$ cat src/rtl/key_event_gen_pkg.sv
// Shared types and helpers for the key event generator: FSM state encoding
// and the hold-counter width calculation.
package key_event_gen_pkg;

  typedef enum logic [1:0] {
    KEY_ST_IDLE  = 2'd0,
    KEY_ST_PRESS = 2'd1,
    KEY_ST_HELD  = 2'd2
  } key_st_e;

  // Counter must hold values up to the larger terminal count.
  function automatic int unsigned cnt_width(input int unsigned a, input int unsigned b);
    int unsigned m;
    m = (a > b) ? a : b;
    return $clog2(m + 1);
  endfunction

endpackage

$ cat src/rtl/key_event_gen_if.sv
// Key-event bus: tick strobe and key levels in, per-key event pulses and held level out.
interface key_event_gen_if #(
  parameter int unsigned w = 4
);
  import key_event_gen_pkg::*;

  logic         en;
  logic [w-1:0] key;
  logic [w-1:0] press;
  logic [w-1:0] release_ev;
  logic [w-1:0] long_press;
  logic [w-1:0] repeat_ev;
  logic [w-1:0] held;

  modport master (
    output en, key,
    input  press, release_ev, long_press, repeat_ev, held
  );

  modport slave (
    input  en, key,
    output press, release_ev, long_press, repeat_ev, held
  );

endinterface

$ cat src/rtl/key_event_fsm.sv
// One key: edge detection, press/hold FSM with en-tick hold counter, and
// registered one-clock event pulses plus the held level.
module key_event_fsm
  import key_event_gen_pkg::*;
#(
  parameter int unsigned long_ticks   = 8,
  parameter int unsigned repeat_ticks = 4
) (
  input  logic clk,
  input  logic reset,
  input  logic en,
  input  logic key,
  output logic press,
  output logic release_ev,
  output logic long_press,
  output logic repeat_ev,
  output logic held
);

  localparam int unsigned CW = cnt_width(long_ticks, repeat_ticks);
  localparam logic [CW-1:0] LONG_TC = CW'(long_ticks - 1);
  localparam logic [CW-1:0] REP_TC  = CW'(repeat_ticks - 1);

  key_st_e       state;
  logic [CW-1:0] cnt;
  logic          key_r;
  logic          rise;
  logic          fall;

  assign rise = key & ~key_r;
  assign fall = ~key & key_r;

  // key_r tracks key even in reset so a key held across reset yields no edge.
  always_ff @(posedge clk) begin
    if (reset) begin
      key_r      <= key;
      state      <= KEY_ST_IDLE;
      cnt        <= '0;
      press      <= 1'b0;
      release_ev <= 1'b0;
      long_press <= 1'b0;
      repeat_ev  <= 1'b0;
      held       <= 1'b0;
    end else begin
      key_r      <= key;
      press      <= 1'b0;
      release_ev <= 1'b0;
      long_press <= 1'b0;
      repeat_ev  <= 1'b0;
      case (state)
        KEY_ST_IDLE: begin
          if (rise) begin
            state <= KEY_ST_PRESS;
            cnt   <= '0;
            press <= 1'b1;
            held  <= 1'b1;
          end
        end
        KEY_ST_PRESS: begin
          // Fall takes priority over a terminal tick in the same cycle.
          if (fall) begin
            state      <= KEY_ST_IDLE;
            cnt        <= '0;
            release_ev <= 1'b1;
            held       <= 1'b0;
          end else if (en) begin
            if (cnt == LONG_TC) begin
              state      <= KEY_ST_HELD;
              cnt        <= '0;
              long_press <= 1'b1;
            end else begin
              cnt <= cnt + CW'(1);
            end
          end
        end
        KEY_ST_HELD: begin
          if (fall) begin
            state      <= KEY_ST_IDLE;
            cnt        <= '0;
            release_ev <= 1'b1;
            held       <= 1'b0;
          end else if (en) begin
            if (cnt == REP_TC) begin
              cnt       <= '0;
              repeat_ev <= 1'b1;
            end else begin
              cnt <= cnt + CW'(1);
            end
          end
        end
        default: begin
          state <= KEY_ST_IDLE;
          cnt   <= '0;
          held  <= 1'b0;
        end
      endcase
    end
  end

endmodule

$ cat src/rtl/key_event_gen.sv
// Per-key event generator: fans en/key out to w independent key FSMs and
// packs their pulses back onto the bus.
module key_event_gen
  import key_event_gen_pkg::*;
#(
  parameter int unsigned w            = 4,
  parameter int unsigned long_ticks   = 8,
  parameter int unsigned repeat_ticks = 4
) (
  input logic          clk,
  input logic          reset,
  key_event_gen_if.slave bus
);

  for (genvar i = 0; i < int'(w); i++) begin : g_key
    key_event_fsm #(
      .long_ticks  (long_ticks),
      .repeat_ticks(repeat_ticks)
    ) u_fsm (
      .clk       (clk),
      .reset     (reset),
      .en        (bus.en),
      .key       (bus.key[i]),
      .press     (bus.press[i]),
      .release_ev(bus.release_ev[i]),
      .long_press(bus.long_press[i]),
      .repeat_ev (bus.repeat_ev[i]),
      .held      (bus.held[i])
    );
  end

endmodule

$ cat src/flat_wrapper.sv
// flat-port wrapper written by rule: the top's interface ports become plain ports
module key_event_gen_flat import key_event_gen_pkg::*;
#(
  parameter int unsigned w            = 4,
  parameter int unsigned long_ticks   = 8,
  parameter int unsigned repeat_ticks = 4
)
  (clk, reset, bus_en, bus_key, bus_press, bus_release_ev, bus_long_press, bus_repeat_ev, bus_held);
  key_event_gen_if #(.w(w)) bus_i ();
  input logic clk;
  input logic reset;
  input wire logic [$bits(bus_i.en)-1:0] bus_en;
  input wire logic [$bits(bus_i.key)-1:0] bus_key;
  output wire logic [$bits(bus_i.press)-1:0] bus_press;
  output wire logic [$bits(bus_i.release_ev)-1:0] bus_release_ev;
  output wire logic [$bits(bus_i.long_press)-1:0] bus_long_press;
  output wire logic [$bits(bus_i.repeat_ev)-1:0] bus_repeat_ev;
  output wire logic [$bits(bus_i.held)-1:0] bus_held;
  assign bus_i.en = bus_en;
  assign bus_i.key = bus_key;
  assign bus_press = bus_i.press;
  assign bus_release_ev = bus_i.release_ev;
  assign bus_long_press = bus_i.long_press;
  assign bus_repeat_ev = bus_i.repeat_ev;
  assign bus_held = bus_i.held;
  key_event_gen #(.w(w), .long_ticks(long_ticks), .repeat_ticks(repeat_ticks)) u_core (.clk(clk), .reset(reset), .bus(bus_i));
endmodule
$ cat config.mk
export PLATFORM = sky130hd
export DESIGN_NAME = key_event_gen_flat
export DESIGN_NICKNAME = d
export VERILOG_FILES = /design/src/rtl/key_event_gen_pkg.sv /design/src/rtl/key_event_gen_if.sv /design/src/rtl/key_event_fsm.sv /design/src/rtl/key_event_gen.sv /design/src/flat_wrapper.sv
export SDC_FILE = /design/constraint.sdc
export NUM_CORES = 1
export LEC_CHECK = 0
export ABC_AREA = 1
export CAP_MARGIN = 40
export CORE_UTILIZATION = 44
export CTS_BUF_LIST = sky130_fd_sc_hd__clkbuf_8
export DETAILED_ROUTE_END_ITERATION = 7
export PLACE_DENSITY = 0.68
export SYNTH_ARGS = -nofsm -noshare
export SYNTH_HDL_FRONTEND = slang
export SYNTH_HIERARCHICAL = 1
export SYNTH_SLANG_ARGS = --single-unit
$ cat constraint.sdc
create_clock -name clk -period 1.65 [get_ports clk]
set_clock_uncertainty 0.15 [all_clocks]
set_input_delay 0.33 -clock clk [delete_from_list [all_inputs] [get_ports clk]]
set_output_delay 0.33 -clock clk [all_outputs]
set_load 0.01 [all_outputs]
Word-level counts from Yosys, hierarchy flattened
Index checks and enable logic that the tools add are counted.
{ "word_totals": {"elab_cells": 229, "register_bits": 48} }
{ "classes": {"n_eq_ne": 40, "addsub": 4, "reduce_logical": 36, "bitwise": 33, "mux": 84} }
{ "ops": {"columns": ["op", "n"], "rows": [
  ["4-bit two-way mux", 28],
  ["4-bit one-hot mux with 3 select lines", 4],
  ["2-bit two-way mux", 20],
  ["3-bit != test (second input constant)", 12],
  ["4-bit OR reduction", 8],
  ["1-bit NOT", 25],
  ["1-bit two-way mux", 24],
  ["2-bit one-hot mux with 3 select lines", 4],
  ["2-bit OR reduction", 12],
  ["4-bit by 1-bit adder with 4-bit output (second input constant)", 4],
  ["4-bit by 2-bit == test with 1-bit output (second input constant)", 4],
  ["4-bit by 3-bit == test with 1-bit output (second input constant)", 4],
  ["2-bit != test (second input constant)", 8],
  ["4-bit AND reduction", 4],
  ["3-bit AND reduction", 4],
  ["1-bit bitwise AND", 8],
  ["2-bit by 1-bit == test with 1-bit output (second input constant)", 4],
  ["2-bit == test (second input constant)", 4],
  ["2-bit logical NOT", 4],
  ["2-bit by 1-bit != test with 1-bit output (second input constant)", 4],
  ["1-bit one-hot mux with 2 select lines", 4],
  ["2-bit AND reduction", 4]
]} }

Logic depth before layout (Yosys ltp)
Gate-level depths: netlist of the first run.
{ "logic_depth": {"word_depth": 5, "mapped_depth": 10, "ltp_nobuf": 10} }

Cells and area by module
Netlist of the first run, hierarchy kept.
{ "modules_own_cells": {"columns": ["mod", "area_per_inst_um2", "seq_area_each_um2", "instances", "cells_each"], "rows": [
  ["key_event_fsm", 654.4, 240.2, 4, 91]
]} }

Least setup slack after synthesis of the first run
No wires, ideal clock.
{ "synth_path": {"path_type": "flip-flop to flip-flop", "from": "register u_core.g_key[0].u_fsm.state[0]", "to": "register u_core.g_key[0].u_fsm.cnt[0]", "stages_incl_launch_ff": 11, "arrival_time_ns": 1.096, "slack_ns": 0.340, "synth_period_minus_slack_ns": 1.310, "path_cell_list": "dfxtp_1 > inv_1 > ha_1 > inv_1 > a21oi_1 > nand2_1 > nand2_1 > nand2_1 > nand2_1 > nand2_1 > nor2_1"} }
{ "synth_between": {"elab_chain_len": 3, "word_cells_on_any_way": 8, "classes_between": "5 x eq/ne; 1 x mux; 2 x reduce/logical"} }
{ "synth_rtl": {"columns": ["element", "line_no", "source"], "rows": [
  ["start: declaration", "key_event_fsm.sv:24", "key_st_e state;"],
  ["start signal: assignment", "key_event_fsm.sv:37", "state <= KEY_ST_IDLE;"],
  ["start signal: assignment", "key_event_fsm.sv:53", "state <= KEY_ST_PRESS;"],
  ["start signal: assignment", "key_event_fsm.sv:62", "state <= KEY_ST_IDLE;"],
  ["2-bit == test (tied with other cells)", "key_event_fsm.sv:50", "case (state)"],
  ["3-bit != test (no line) or 2-bit != test (tied branches)", null, null],
  ["3-bit AND reduction (no line)", null, null],
  ["end signal: assignment", "key_event_fsm.sv:72", "cnt <= cnt + CW'(1);"],
  ["end signal: assignment", "key_event_fsm.sv:87", "cnt <= cnt + CW'(1);"],
  ["end: declaration", "key_event_fsm.sv:25", "logic [CW-1:0] cnt;"]
]} }
Parallel ways exist; a longest one is shown, timed or not.
A chain may end at the register's enable or synchronous reset.

Worst setup path in the final report of the first run
{ "layout_path": {"from": "input bus_key[0]", "to": "register u_core.g_key[0].u_fsm.cnt[0]"} }
{ "layout_between": {"elab_chain_len": 4, "word_cells_on_any_way": 10, "classes_between": "3 x eq/ne; 3 x mux; 3 x bitwise; 1 x reduce/logical"} }
{ "layout_rtl": {"columns": ["element", "line_no", "source"], "rows": [
  ["start: declaration", "flat_wrapper.sv:13", "input wire logic [$bits(bus_i.key)-1:0] bus_key;"],
  ["1-bit NOT", "key_event_fsm.sv:31", "assign fall = ~key & key_r;"],
  ["1-bit bitwise AND", "key_event_fsm.sv:31", null],
  ["3-bit != test (no line) (tied with other cells)", null, null],
  ["3-bit AND reduction (no line) or 4-bit one-hot mux with 3 select lines (tied branches)", null, null]
]} }
Parallel ways exist; a longest one is shown, timed or not.

==> impl_metrics.py, run 1 <==
metrics = {
    "run_status": {
        "status": "complete, no violations",
    },
    "route": {
        "routedWlPerCell_um": 11.7,
        "finalWirelength_mm": 5.70,
        "first_pass_iters": 5,
        "vias": 2494,
        "ant_nets": 0,
        "first_iter_violations": 119,
        "drc_errors": 0,
        "via_per_inst": 5.14,
    },
    "critical_path": {
        "cp_slowest_cell": "clkdlybuf4s50_1",
        "max_stage_delay_ps": 470,
        "cp.required_ps": 1710,
        "crit_buf_inv": 3,
        "crit_path_start_kind": "primary input",
        "crit_path_cell_trace": "clkdlybuf4s50_1, inv_1, o21ai_2, nand3_2, clkinv_2, nand2_1, nand2_1, nor2_1",
        "arrival_ps": 1610,
        "path_class": "in2reg",
        "path_max_fanout": 6,
        "regToRegSetupSlack_ps": 130,
        "cp_top_family": "buffers and inverters",
        "worstSetupEndpointType": "flip-flop",
        "crit_top_cell": "nand2_1",
    },
    "placement": {
        "dpl_cell_area_mm2": 0.00309,
        "numPortBuffers": 26,
        "finalWeightedCongestion": 0.899,
        "dp_hpwl_mm": 4.20,
    },
    "power": {
        "power_density_mw_per_mm2": 1610,
        "peakVddDrop_mv": 0.889,
        "p_leak_nw": 1.78,
        "power_mw": 5.20,
    },
    "synthesis": {
        "yosysUniqueCellTypes": 20,
        "synth_top_family_by_area": "simple AND/OR/NAND/NOR gates",
        "synth_compound_area_frac": 0.107,
        "synth_fp_nets": 387,
        "synthMuxAreaShare": 0,
        "ys_warn_count": 6,
        "synth_xor_area_frac": 0,
        "syn_avg_cell_area_um2": 7.19,
        "yosysSeqAreaShare": 0.367,
        "synth_adder_area_share": 0.0765,
        "synth-simple-area-share": 0.367,
        "syn-instance-count": 364,
        "synth-seq-cells": 48,
        "netlist_area_mm2": 0.00262,
    },
    "final_layout": {
        "stdcell_area_mm2": 0.00323,
        "n_antenna_cell": 0,
        "nets": 435,
        "area_growth_pct": 23.6,
        "drive_gt1_frac": 0.155,
        "fill_cells": 532,
        "utilization": 0.577,
    },
    "timing": {
        "period_share": 0.941,
        "setup_viol": 0,
        "timing.setup.tns_ps": 0,
        "max_freq_ghz": 0.644,
        "hold_viol": 0,
        "drv_slew": 0,
        "rsz0062_at_grt": "no",
        "worst_pin_slew_ps": 314,
        "fin_crit_ps": 1550,
        "slew_headroom": 0.790,
    },
    "clocking": {
        "cts-hold-fix-buffers": 0,
        "cts_tree": "done",
        "htree_num_levels": 2,
        "clk_pin_slew_ps": 80,
        "clock_latency_ps": 300,
        "clockRootBuffer": "clkbuf_8",
        "clk_path_buf_depth": 2,
        "cts_setup_buffers": 0,
        "cts_made_buffers": 5,
        "cts.sinks": 48,
    },
    "floorplanning": {
        "coreArea_mm2": 0.00561,
        "num_rows": 27,
        "die_y_um": 79.1,
        "start_util": 0.467,
        "dieArea_mm2": 0.00626,
        "die_w_um": 79.1,
        "pin_count": 27,
    },
    "grt": {
        "grt_max_degree": 25,
        "grt_use_total": 0.197,
        "grt.overflow.total": 0,
        "grt_pass1_vias": 2311,
        "grt_pass1_wl_mm": 9.82,
        "antenna_found_initial": 0,
    },
    "flow_run": {
        "cap_violations": 0,
    },
    "worst_hold_path": {
        "hold_path.class": "in2reg",
    },
}
## placed cells by master (no fill, tap or decap)
| master | n |
|---|---|
| clkinv_2 | 4 |
| nand3_2 | 12 |
| nor2_2 | 8 |
| a211oi_1 | 4 |
| a21oi_2 | 5 |
| nand2_4 | 4 |
| inv_2 | 1 |
| nor3_1 | 4 |
| nand2_2 | 1 |
| o211ai_1 | 8 |
| clkbuf_8 | 6 |
| inv_1 | 53 |
| clkdlybuf4s50_1 | 6 |
| nand3_1 | 32 |
| dfxtp_1 | 48 |
| nand4_1 | 4 |
| nor4_1 | 12 |
| o21ai_4 | 1 |
| o21ai_0 | 4 |
| o21ai_2 | 3 |
| buf_4 | 14 |
| o21ai_1 | 4 |
| nor2_1 | 48 |
| buf_12 | 1 |
| ha_2 | 4 |
| a21oi_1 | 15 |
| nand2_1 | 75 |
| ha_1 | 12 |
| dlygate4sd2_1 | 6 |
| dlymetal6s2s_1 | 14 |
## cells in the mapped netlist
cell,number,area share
nand3_1,32,0.061
nor4_1,12,0.029
nand3_2,12,0.046
o21ai_2,4,0.013
a21oi_1,16,0.031
nand2_4,4,0.017
o211ai_1,8,0.023
a21oi_2,4,0.013
nand4_1,4,0.0096
o21ai_1,4,0.0076
nand2_1,76,0.11
ha_1,16,0.076
o21ai_0,4,0.0076
clkinv_2,4,0.0076
a211oi_1,4,0.011
nor2_2,8,0.019
nor3_1,4,0.0076
nor2_1,48,0.069
inv_1,52,0.075
dfxtp_1,48,0.37
## what timing repair did
item | 4_1_cts | 5_1_grt
cloned | 0 | 0
resized for setup | 6 | 22
pin swaps | 0 | 1
setup endpoints to repair | 6 | 20
## registers in the layout, summed over array words and instances (netlist names)
register / count
u_core/g_key.u_fsm/long_press: 4
u_core/g_key.u_fsm/release_ev: 4
u_core/g_key.u_fsm/state: 8
u_core/g_key.u_fsm/press: 4
u_core/g_key.u_fsm/cnt: 16
u_core/g_key.u_fsm/held: 4
u_core/g_key.u_fsm/key_r: 4
u_core/g_key.u_fsm/repeat_ev: 4
## routing by layer
layer	wire length, um	vias up	track usage
met5	0	-	0
met4	115	0	0.0873
met3	280	12	0.0379
met2	2690	79	0.350
met1	2610	1116	0.228
li1	-	1287	-
## stage by stage
step,worst slack [ps],hold slack [ps],instances
after CTS,3.78,330,485
after global routing,7.44,341,485
after floorplan,340,208,364
final,96.5,342,485
after detailed placement,-240,350,477
after global placement,-185,340,477
## report_power, final
| part | switching [mW] | internal, mW |
|---|---|---|
| Clock | 0.388 | 0.330 |
| Combinational | 1.71 | 1.07 |
| Sequential | 0.249 | 1.45 |
| Total | 2.34 | 2.85 |
## worst paths after layout
path,end,from,cells after the start
worst max-delay path,u_core/g_key[0].u_fsm/cnt[0],bus_key[0],8
worst min-delay path,u_core/g_key[0].u_fsm/key_r,bus_key[0],1
worst max register to register,u_core/g_key[1].u_fsm/cnt[0],u_core/g_key[1].u_fsm/state[0],10
worst min register to register,u_core/g_key[0].u_fsm/state[1],u_core/g_key[0].u_fsm/state[1],2
## worst reg2reg max path, cell delays in order (launching register included)
cell and delay (ps):
dfxtp_1 330, inv_1 80, ha_1 240, inv_1 60, a21oi_1 180, nand2_1 90
nand2_1 100, nand2_1 60, nand2_1 50, nand2_1 40, nor2_1 80
## cells by family after synthesis
group	count (synthesis)
fa+ha+maj	16
simple gates	200
compound gates	44
flops	48
buf+inv	56
## layout make-up
type	count	area, um2	share of cell area
multi-input cells	260	1470	0.453
clock buffers	6	82.6	0.0255
repair buffers	41	413	0.128
inverters	56	215	0.0665
well taps	72	90.1	0.0279
flip-flops and latches	48	961	0.297
clock inverters	2	7.51	0.00232
Note: power is estimated with default switching activity, not from simulation.
==> run 2, diff against run 1 <==
CAP_MARGIN = 10   (was 40)
==> results of run 2 <==
No change in the layout: final DEF, timing and power equal those of run 1.
